<file path="config.mk">
export PLATFORM = sky130hd
export DESIGN_NAME = grid_solver_core_flat
export DESIGN_NICKNAME = d
export VERILOG_FILES = /design/src/rtl/grid_solver_core_if.sv /design/src/rtl/grid_solver_core.sv /design/src/flat_wrapper.sv
export SDC_FILE = /design/constraint.sdc
export NUM_CORES = 1
export LEC_CHECK = 0
export ABC_CLOCK_PERIOD_IN_PS = 5800
export BUFFER_PORTS_ARGS = -buffer_cell sky130_fd_sc_hd__buf_2
export CAP_MARGIN = 20
export CORE_ASPECT_RATIO = 0.5
export CORE_UTILIZATION = 55
export CTS_CLUSTER_SIZE = 20
export DETAILED_ROUTE_END_ITERATION = 10
export PLACE_DENSITY = 0.69
export REMOVE_ABC_BUFFERS = 1
export SLEW_MARGIN = 10
export SYNTH_ARGS = -nofsm -noshare
export SYNTH_HDL_FRONTEND = slang
export SYNTH_SLANG_ARGS = --single-unit
</file>
<file path="constraint.sdc">
create_clock -name clock -period 5.8 [get_ports clock]
set_clock_uncertainty 0.05 [all_clocks]
set_input_delay 0 -clock clock [delete_from_list [all_inputs] [get_ports clock]]
set_output_delay 0 -clock clock [all_outputs]
set_load 0.01 [all_outputs]
</file>
<file path="src/rtl/grid_solver_core_if.sv">
// Host-side bus of the grid solver: given loading, start, readback and status.
interface grid_solver_core_if #(
   parameter int unsigned ORDER = 2
);
   localparam int unsigned L     = ORDER * ORDER;
   localparam int unsigned CELLS = L * L;
   localparam int unsigned VW    = $clog2(L + 1);
   localparam int unsigned AW    = $clog2(CELLS);
   localparam int unsigned CW    = 32;

   logic          wr_en;
   logic [AW-1:0] wr_addr;
   logic [VW-1:0] wr_value;
   logic          start;
   logic [AW-1:0] rd_addr;
   logic [VW-1:0] rd_value;
   logic          busy;
   logic          done;
   logic          success;
   logic          timeout;
   logic [CW-1:0] cycle_count;

   modport master (
      output wr_en, wr_addr, wr_value, start, rd_addr,
      input  rd_value, busy, done, success, timeout, cycle_count
   );

   modport slave (
      input  wr_en, wr_addr, wr_value, start, rd_addr,
      output rd_value, busy, done, success, timeout, cycle_count
   );
endinterface

</file>
<file path="src/rtl/grid_solver_core.sv">
// Backtracking Sudoku solver: mask-building INIT pass over the givens, then a
// one-cell-per-cycle depth-first search with a cycle budget.
module grid_solver_core #(
   parameter int unsigned ORDER      = 2,
   parameter int unsigned MAX_CYCLES = 20000
) (
   input logic               clock,
   input logic               reset,
   grid_solver_core_if.slave bus
);
   localparam int unsigned L     = ORDER * ORDER;
   localparam int unsigned CELLS = L * L;
   localparam int unsigned VW    = $clog2(L + 1);
   localparam int unsigned AW    = $clog2(CELLS);
   localparam int unsigned CW    = 32;
   localparam int unsigned RW    = $clog2(L);
   localparam int unsigned IW    = $clog2(CELLS + 1) + 1;

   typedef enum logic [1:0] {S_IDLE, S_INIT, S_SOLVE, S_DONE} state_t;

   state_t        r_state;
   logic [VW-1:0] r_val [CELLS];
   logic [CELLS-1:0] r_given;
   logic [L-1:0]  r_row [L];
   logic [L-1:0]  r_col [L];
   logic [L-1:0]  r_blk [L];
   logic [IW-1:0] r_idx;
   logic          r_fwd;
   logic          r_conflict;
   logic          r_busy;
   logic          r_done;
   logic          r_success;
   logic          r_timeout;
   logic [CW-1:0] r_count;

   logic [AW-1:0] w_cell;
   logic [RW-1:0] w_row, w_col, w_blk;
   logic [VW-1:0] w_cur, w_cand;
   logic [L-1:0]  w_used, w_above, w_avail, w_cur_bit, w_new_bit;
   logic          w_given, w_found, w_wr_ok;
   logic [IW-1:0] w_idx_inc, w_idx_dec;

   function automatic logic [L-1:0] f_bit(input logic [VW-1:0] v);
      f_bit = (v == '0) ? '0 : (L'(1) << (v - VW'(1)));
   endfunction

   // Current-cell coordinates and the union of its three occupancy masks
   assign w_cell    = r_idx[AW-1:0];
   assign w_row     = RW'(w_cell / AW'(L));
   assign w_col     = RW'(w_cell % AW'(L));
   assign w_blk     = (w_row / RW'(ORDER)) * RW'(ORDER) + w_col / RW'(ORDER);
   assign w_cur     = r_val[w_cell];
   assign w_given   = r_given[w_cell];
   assign w_used    = r_row[w_row] | r_col[w_col] | r_blk[w_blk];
   assign w_cur_bit = f_bit(w_cur);
   assign w_idx_inc = r_idx + IW'(1);
   assign w_idx_dec = r_idx - IW'(1);

   // Bits for values strictly above the current one (shift past L wraps to all-zero)
   assign w_above   = ~((L'(1) << w_cur) - L'(1));
   assign w_avail   = ~w_used & w_above;
   assign w_found   = |w_avail;
   assign w_new_bit = w_found ? f_bit(w_cand) : '0;

   always_comb begin
      w_cand = '0;
      for (int i = L - 1; i >= 0; i--) begin
         if (w_avail[i]) w_cand = VW'(i + 1);
      end
   end

   assign w_wr_ok = bus.wr_en && (bus.wr_value <= VW'(L)) && (32'(bus.wr_addr) < CELLS);

   assign bus.rd_value    = (32'(bus.rd_addr) < CELLS) ? r_val[bus.rd_addr] : '0;
   assign bus.busy        = r_busy;
   assign bus.done        = r_done;
   assign bus.success     = r_success;
   assign bus.timeout     = r_timeout;
   assign bus.cycle_count = r_count;

   always_ff @(posedge clock or negedge reset) begin
      if (!reset) begin
         r_state    <= S_IDLE;
         for (int i = 0; i < CELLS; i++) r_val[i] <= '0;
         r_given    <= '0;
         for (int i = 0; i < L; i++) begin
            r_row[i] <= '0;
            r_col[i] <= '0;
            r_blk[i] <= '0;
         end
         r_idx      <= '0;
         r_fwd      <= 1'b1;
         r_conflict <= 1'b0;
         r_busy     <= 1'b0;
         r_done     <= 1'b0;
         r_success  <= 1'b0;
         r_timeout  <= 1'b0;
         r_count    <= '0;
      end else begin
         case (r_state)
            S_IDLE, S_DONE: begin
               if (w_wr_ok) begin
                  r_val[bus.wr_addr]   <= bus.wr_value;
                  r_given[bus.wr_addr] <= (bus.wr_value != '0);
               end
               if (bus.start) begin
                  r_state    <= S_INIT;
                  r_idx      <= '0;
                  for (int i = 0; i < L; i++) begin
                     r_row[i] <= '0;
                     r_col[i] <= '0;
                     r_blk[i] <= '0;
                  end
                  r_conflict <= 1'b0;
                  r_busy     <= 1'b1;
                  r_done     <= 1'b0;
                  r_success  <= 1'b0;
                  r_timeout  <= 1'b0;
                  r_count    <= '0;
               end
            end
            S_INIT: begin
               if (!w_given) begin
                  r_val[w_cell] <= '0;
               end else if ((w_used & w_cur_bit) != '0) begin
                  r_conflict <= 1'b1;
               end else begin
                  r_row[w_row] <= r_row[w_row] | w_cur_bit;
                  r_col[w_col] <= r_col[w_col] | w_cur_bit;
                  r_blk[w_blk] <= r_blk[w_blk] | w_cur_bit;
               end
               if (r_idx == IW'(CELLS - 1)) begin
                  r_state <= S_SOLVE;
                  r_idx   <= '0;
                  r_fwd   <= 1'b1;
               end else begin
                  r_idx <= w_idx_inc;
               end
            end
            S_SOLVE: begin
               // Terminal conditions are resolved in the cycle after the last step
               if (r_conflict || (r_idx == IW'(CELLS)) || (r_idx == '1)) begin
                  r_state   <= S_DONE;
                  r_busy    <= 1'b0;
                  r_done    <= 1'b1;
                  r_success <= !r_conflict && (r_idx == IW'(CELLS));
               end else if ((MAX_CYCLES != 0) && (r_count == CW'(MAX_CYCLES))) begin
                  r_state   <= S_DONE;
                  r_busy    <= 1'b0;
                  r_done    <= 1'b1;
                  r_timeout <= 1'b1;
               end else begin
                  r_count <= r_count + CW'(1);
                  if (w_given) begin
                     r_idx <= r_fwd ? w_idx_inc : w_idx_dec;
                  end else begin
                     r_row[w_row]  <= (r_row[w_row] & ~w_cur_bit) | w_new_bit;
                     r_col[w_col]  <= (r_col[w_col] & ~w_cur_bit) | w_new_bit;
                     r_blk[w_blk]  <= (r_blk[w_blk] & ~w_cur_bit) | w_new_bit;
                     r_val[w_cell] <= w_found ? w_cand : '0;
                     r_fwd         <= w_found;
                     r_idx         <= w_found ? w_idx_inc : w_idx_dec;
                  end
               end
            end
            default: r_state <= S_IDLE;
         endcase
      end
   end
endmodule

</file>
<file path="src/flat_wrapper.sv">
// flat-port wrapper written by rule: the top's interface ports become plain ports
module grid_solver_core_flat 
#(
   parameter int unsigned ORDER      = 2,
   parameter int unsigned MAX_CYCLES = 20000
)
  (clock, reset, bus_wr_en, bus_wr_addr, bus_wr_value, bus_start, bus_rd_addr, bus_rd_value, bus_busy, bus_done, bus_success, bus_timeout, bus_cycle_count);
  grid_solver_core_if #(.ORDER(ORDER)) bus_i ();
  input logic clock;
  input logic reset;
  input wire logic [$bits(bus_i.wr_en)-1:0] bus_wr_en;
  input wire logic [$bits(bus_i.wr_addr)-1:0] bus_wr_addr;
  input wire logic [$bits(bus_i.wr_value)-1:0] bus_wr_value;
  input wire logic [$bits(bus_i.start)-1:0] bus_start;
  input wire logic [$bits(bus_i.rd_addr)-1:0] bus_rd_addr;
  output wire logic [$bits(bus_i.rd_value)-1:0] bus_rd_value;
  output wire logic [$bits(bus_i.busy)-1:0] bus_busy;
  output wire logic [$bits(bus_i.done)-1:0] bus_done;
  output wire logic [$bits(bus_i.success)-1:0] bus_success;
  output wire logic [$bits(bus_i.timeout)-1:0] bus_timeout;
  output wire logic [$bits(bus_i.cycle_count)-1:0] bus_cycle_count;
  assign bus_i.wr_en = bus_wr_en;
  assign bus_i.wr_addr = bus_wr_addr;
  assign bus_i.wr_value = bus_wr_value;
  assign bus_i.start = bus_start;
  assign bus_i.rd_addr = bus_rd_addr;
  assign bus_rd_value = bus_i.rd_value;
  assign bus_busy = bus_i.busy;
  assign bus_done = bus_i.done;
  assign bus_success = bus_i.success;
  assign bus_timeout = bus_i.timeout;
  assign bus_cycle_count = bus_i.cycle_count;
  grid_solver_core #(.ORDER(ORDER), .MAX_CYCLES(MAX_CYCLES)) u_core (.clock(clock), .reset(reset), .bus(bus_i));
endmodule
</file>
* Yosys cells after proc, flatten, opt, wreduce, memory -nomap -nowiden *
Index checks and enable logic that the tools add are counted.

cells by class
  add/subtract/negate cells = 7
  $lt $le $gt $ge = 15
  equality and inequality tests = 20
  shift operators = 3
  mux-type cells = 108
  bitwise gates (word level) = 24
  reductions and logical operators = 32

operators by type and width
  cell                                                                     count
  16-bit 2-to-1 mux                                                        16
  48-bit 2-to-1 mux                                                        5
  16-bit one-hot mux with 3 select lines                                   3
  48-bit one-hot mux with 3 select lines                                   1
  16-bit bitwise mux                                                       7
  48-bit bitwise mux                                                       2
  32-bit 2-to-1 mux                                                        3
  32-bit one-hot mux with 2 select lines                                   1
  48-bit AND                                                               1
  4-bit 2-to-1 mux                                                         12
  48-bit NOT                                                               1
  6-bit 2-to-1 mux                                                         7
  3-bit 2-to-1 mux                                                         11
  32-bit by 1-bit adder with 32-bit output, second input constant          1
  32-bit by 15-bit equality test with 1-bit output, second input constant  1
  4-bit bitwise OR                                                         8
  3-bit binary-select mux with 4-bit select                                2
  4-bit binary-select mux with 2-bit select                                3
  3-bit demux with 4-bit select                                            2
  4-bit demux with 2-bit select                                            3
  4-bit AND                                                                5
  6-bit one-hot mux with 3 select lines                                    1
  1-bit 2-to-1 mux                                                         16
  5-bit greater-or-equal comparator, second input constant                 3
  43 further kinds                                                         94

storage, ports and cells
  bits in registers = 158
  input port bits = 15
  output and inout port bits = 39
  logic and storage cells = 247

* Logic depth before layout (Yosys ltp) *
  depth after elaboration = 22
  gate-level depth with buffers = 21
  gate-level depth less buffers = 18

* Least setup slack after synthesis *
OpenSTA, ideal clock, no wires.

  path kind = reg2reg
  start = register u_core.r_idx[0]
  end = register u_core.r_row[10] (netlist bit)
  setup time = 0.066 ns
  arrival = 4.183 ns
  data required time = 5.684 ns
  slack = 1.501 ns
  stages on the path, launching flop included = 20
  buffers on the path = 3
  clock period less this slack = 4.299 ns
  cells stage by stage = dfrtp_1 > buf_6 > buf_6 > mux4_2 > nand2_1 > and4_1 > buf_2 > nand3_1 > ha_1 > and2_1 > a31o_2 > nor2_2 > and2_1 > ha_1 > nor2_1 > and4_1 > nand2_1 > o21a_1 > nor3_1 > a22o_1

between the ends
  longest elaborated chain between the ends = 22
  elaborated cells on any way between the ends = 54
  classes of those cells = add/sub (3); eq/ne (6); shift (3); mux (23); bitwise (12); reduce/logical (7)

RTL lines
  element                                                                                                        RTL line                                        RTL
  from (decl)                                                                                                    grid_solver_core.sv:27                          logic [IW-1:0] r_idx;
  from (signal assigned)                                                                                         grid_solver_core.sv:137                         r_idx <= w_idx_inc;
  from (signal assigned)                                                                                         grid_solver_core.sv:155                         r_idx <= r_fwd ? w_idx_inc : w_idx_dec;
  from (signal assigned)                                                                                         grid_solver_core.sv:162                         r_idx <= w_found ? w_idx_inc : w_idx_dec;
  4-bit NOT with 5-bit output (implied by the code) / 2-bit NOT with 3-bit output (equally long branches)        grid_solver_core.sv:52, grid_solver_core.sv:54
  3-bit binary-select mux with 4-bit select / 4-bit binary-select mux with 2-bit select (equally long branches)  grid_solver_core.sv:52, grid_solver_core.sv:54
  3-bit 2-to-1 mux (implied by the code) / 4-bit 2-to-1 mux (equally long branches) (2 in a row)                 grid_solver_core.sv:52, grid_solver_core.sv:54
  1-bit by 3-bit << shifter with 4-bit output / 4-bit bitwise OR (equally long branches)                         grid_solver_core.sv:60, grid_solver_core.sv:54
  4-bit by 2-bit subtractor with 4-bit output / 4-bit bitwise OR (equally long branches)                         grid_solver_core.sv:60, grid_solver_core.sv:54
  4-bit NOT (on tied branches)                                                                                   grid_solver_core.sv:60, grid_solver_core.sv:61
  4-bit AND                                                                                                      grid_solver_core.sv:61                          assign w_avail = ~w_used & w_above;
  3-bit 2-to-1 mux (4 in a row)                                                                                  grid_solver_core.sv:68                          if (w_avail[i]) w_cand = VW'(i + 1);
  [2 not listed]                                                                                                 --
  4-bit 2-to-1 mux                                                                                               grid_solver_core.sv:44                          f_bit = (v == '0) ? '0 : (L'(1) << (v - VW'(1)));
  4-bit 2-to-1 mux                                                                                               grid_solver_core.sv:63                          assign w_new_bit = w_found ? f_bit(w_cand) : '0;
  4-bit bitwise OR                                                                                               grid_solver_core.sv:157                         r_row[w_row] <= (r_row[w_row] & ~w_cur_bit) | w_new_bit;
  16-bit bitwise mux                                                                                             grid_solver_core.sv:157
  16-bit 2-to-1 mux                                                                                              grid_solver_core.sv:154                         if (w_given) begin
  16-bit 2-to-1 mux                                                                                              grid_solver_core.sv:147                         end else if ((MAX_CYCLES != 0) && (r_count == CW'(MAX_CYCLES))) begin
  16-bit 2-to-1 mux                                                                                              grid_solver_core.sv:142                         if (r_conflict || (r_idx == IW'(CELLS)) || (r_idx == '1)) begin
  16-bit one-hot mux with 3 select lines                                                                         grid_solver_core.sv:100                         case (r_state)
  to (signal, indexed assignment)                                                                                grid_solver_core.sv:128                         r_row[w_row] <= r_row[w_row] | w_cur_bit;
  to (signal, indexed assignment)                                                                                grid_solver_core.sv:157
  to (decl)                                                                                                      grid_solver_core.sv:24                          logic [L-1:0] r_row [L];

Several ways; a longest one is shown, not always the timed one. The select of a mux whose other input is x is not followed.
A chain may end at the register's enable or synchronous reset.

* Final worst setup path *
  start = register u_core.r_idx[0]
  end = register u_core.r_row[14] (netlist bit)

Same word-level chain as after synthesis.

==> flow_summary.yaml <==
placement:
  routabilityCongestion: 0.957
  port_buffers: 53
  dpl.hpwl_um: 23400
  dp.cells: 1523
cts:
  clkLatencyLatePin_ns: 0.44
  ctsHtreeMaxLevel: 4
  post_cts_resized: 0
  ctsLongestPathBuffers: 2
  cts_tree: "yes"
  postCtsSetupBuffers: 0
  cts_root_buf: "clkbuf_16"
  ctsHoldBuffers: 4
  clk_pin_slew_worst_paths_ns: 0.07
  cts_buffers: 17
  cts_sinks: 158
cells_and_area:
  num_antenna_cells: 0
  multi_input_area_um2: 6430
  fin_util_pct: 63.2
  area_delta_synth_final_pct: 9.76
  fill_cells: 1616
  finalNetCount: 1315
  ff_latch_area_um2: 3960
  drive_gt1_share_pct: 15.5
  stdcell_count: 1560
drt:
  routed_wl_um: 34800
  ant_nets: 0
  dr.pass1.iters: 5
  num_vias: 10700
  wl_per_cell_um: 22.3
  drt_first_iter_violations: 1133
  avgViaCountPerCell: 6.83
  drc: 0
sta:
  rsz0062_at_grt: "false"
  tightest_slew_ns: 0.990
  slew_viol_final: 0
  hold_viol: 0
  setup_violations: 0
  finalCritPeriodShare_pct: 87.7
  relSlewSlack_pct: 34.0
  tns_ns: 0
  fin_crit_ns: 5.09
  max_freq_ghz: 0.197
global_route:
  grt-ovfl-total: 0
  grt_first_pass_wirelength_um: 56000
  grt_pass1_vias: 10000
  grt_start_max_net_pins: 81
  antenna_found_initial: 0
  grt_usage_pct: 35.4
setup_path:
  cpPeakStageDelay_ns: 0.84
  cp_cell_sequence: "mux4_2, nand2_1, and4_1, nand3_1, ha_1, and2_1, a31o_2, nor2_2, and2_1, ha_1, nor2_1, and4_1, nand2_1, o21a_1, nor3_1, a22o_1"
  slowest_stage: "dfrtp_1"
  r2r_start: "u_core.r_idx[0]"
  critPathRequiredTime_ns: 6.13
  critical_path.startpoint_type: "register"
  crit_type: "register to register"
  end_kind: "register"
  reg2reg_setup_slack_ns: 0.71
  path_max_fanout: 14
  cp-startpoint: "u_core.r_idx[0]"
  cp.arrival_ns: 5.41
logic_synthesis:
  syn_inst: 1278
  ys_warn_count: 0
  synth_cell_type_count: 70
  synth_area_um2: 10900
  synthAdderAreaFrac_pct: 1.38
  synth-seq-area-share_pct: 36.3
  async_flop_share_pct: 100
  synth_top_family_by_area: "compound AO/OA/AOI/OAI gates"
  synth-seq-cells: 158
  synthMuxAreaShare_pct: 11.6
  synth-simple-area-share_pct: 21.0
  synth_compound_area_share_pct: 22.6
  yosys_most_used_dff: "dfrtp_1"
  synth.avg_cell_area_um2: 8.53
  synthXorXnorAreaFrac_pct: 2.33
  synth-edff-count: 0
worst_hold_path:
  min_path_type: "input port to register"
  min_from: "bus_wr_value[0]"
floorplan:
  start_util_pct: 57.6
  rows: 35
  core_area_um2: 18900
  ios: 54
  die_area_um2: 20400
  die_w_um: 201
  die_y_um: 102
job:
  maxCapViolations: 0
run_status:
  status: "complete, no violations"
## sequential cells by signal, indices dropped and copies added (netlist names)
name,cells
u_core.r_given,16
u_core.r_blk,16
u_core.r_row,16
u_core.r_fwd,1
u_core.r_val,48
u_core.r_state,2
u_core.r_conflict,1
u_core.bus.done,1
u_core.bus.cycle_count,32
u_core.bus.timeout,1
u_core.bus.busy,1
u_core.r_col,16
u_core.bus.success,1
u_core.r_idx,6
## through the flow
step | hold WS [ns] | setup slack, ns | area [um2]
global placement | 0.0505 | 0.916 | 11300
finish | 0.0371 | 0.715 | 12000
global route | 0.0765 | 0.320 | 12000
floorplan | -0.346 | 0.897 | 10500
detailed placement | 0.0592 | 0.777 | 11300
CTS | 0.0144 | 0.770 | 11900
## layout by cell type, fill, tap and decap left out, types with 13 or more instances in the layout
cell,count
a21oi_1,82
inv_1,22
o22a_1,16
mux2_2,16
nand2_1,173
xor2_1,16
clkbuf_16,17
mux4_2,44
nand3_1,98
a31oi_1,52
and3_1,16
buf_2,52
buf_4,34
nor3_1,16
o22ai_1,37
dfrtp_1,157
nor2_1,107
xnor2_1,13
o21ai_0,107
## area by class of cell
| type | instances | share of cell area, % |
|---|---|---|
| Sequential cell | 158 | 33.1 |
| Multi-Input combinational cell | 996 | 53.7 |
| Clock inverter | 15 | 1.05 |
| Timing Repair Buffer | 93 | 5.20 |
| Inverter | 22 | 0.690 |
| Tap cell | 259 | 2.71 |
| Clock buffer | 17 | 3.56 |
## routing by layer
layer / global-route usage, % / wire [um]
met5: 0 / 0
met4: 11.6 / 871
met3: 9.36 / 4230
met2: 53.1 / 15000
met1: 50.0 / 14700
## cells in the mapped netlist (4+ instances only)
cell,number,area [um2]
o21ai_1,6,30.0
or3_1,5,31.3
nor2_1,108,405
xnor2_1,13,114
a22oi_1,12,90.1
a21o_1,8,60.1
and2_1,11,68.8
nor3_1,17,85.1
a22o_1,10,87.6
nand2b_1,11,68.8
buf_6,4,45.0
o22ai_1,37,231
dfrtp_1,157,3930
and3_1,16,100
nand3_1,98,490
a21oi_1,82,410
clkbuf_1,67,251
a32o_1,5,50.1
nor4_1,7,43.8
o211ai_1,7,52.6
inv_1,22,82.6
nand4_1,11,68.8
a32oi_1,4,35.0
o31ai_1,5,37.5
nand2_1,173,649
ha_1,12,150
o21a_1,11,82.6
a211oi_1,4,30.0
nor2b_1,11,68.8
o22a_1,16,140
o21ai_0,107,536
buf_1,9,33.8
buf_2,17,85.1
xor2_1,16,140
mux2i_1,9,90.1
mux4_2,44,991
nor4b_1,5,43.8
and4_1,7,61.3
a221oi_1,4,35.0
mux2_2,16,180
a31oi_1,52,325
## worst max-delay path, delay by kind of cell (launching register included)
kind | cells | cell delay, ns
simple gates | 10 | 2.28
fa+ha+maj | 2 | 0.62
compound gates | 3 | 0.63
mux | 1 | 0.60
flops | 1 | 0.84
## kinds of logic after synthesis
group           Yosys count
mux                      69
simple gates            493
xor+xnor                 29
flops                   158
compound gates          393
buf+inv                 124
fa+ha+maj                12
## path summary, 6_finish.rpt
path / to / cells past startpoint
worst max register to register: u_core.r_row[14] / 16
min in group asynchronous: u_core.r_blk[0] / 2
worst max-delay path: u_core.r_row[14] / 16
worst min register to register: u_core.bus.timeout / 2
worst min-delay path: u_core.r_val[3] / 4
max in group asynchronous: u_core.bus.cycle_count[20] / 4
Power is left out: the tool's default activity adds up to more than one toggle a clock period on the data nets, which glitch-free logic cannot reach.
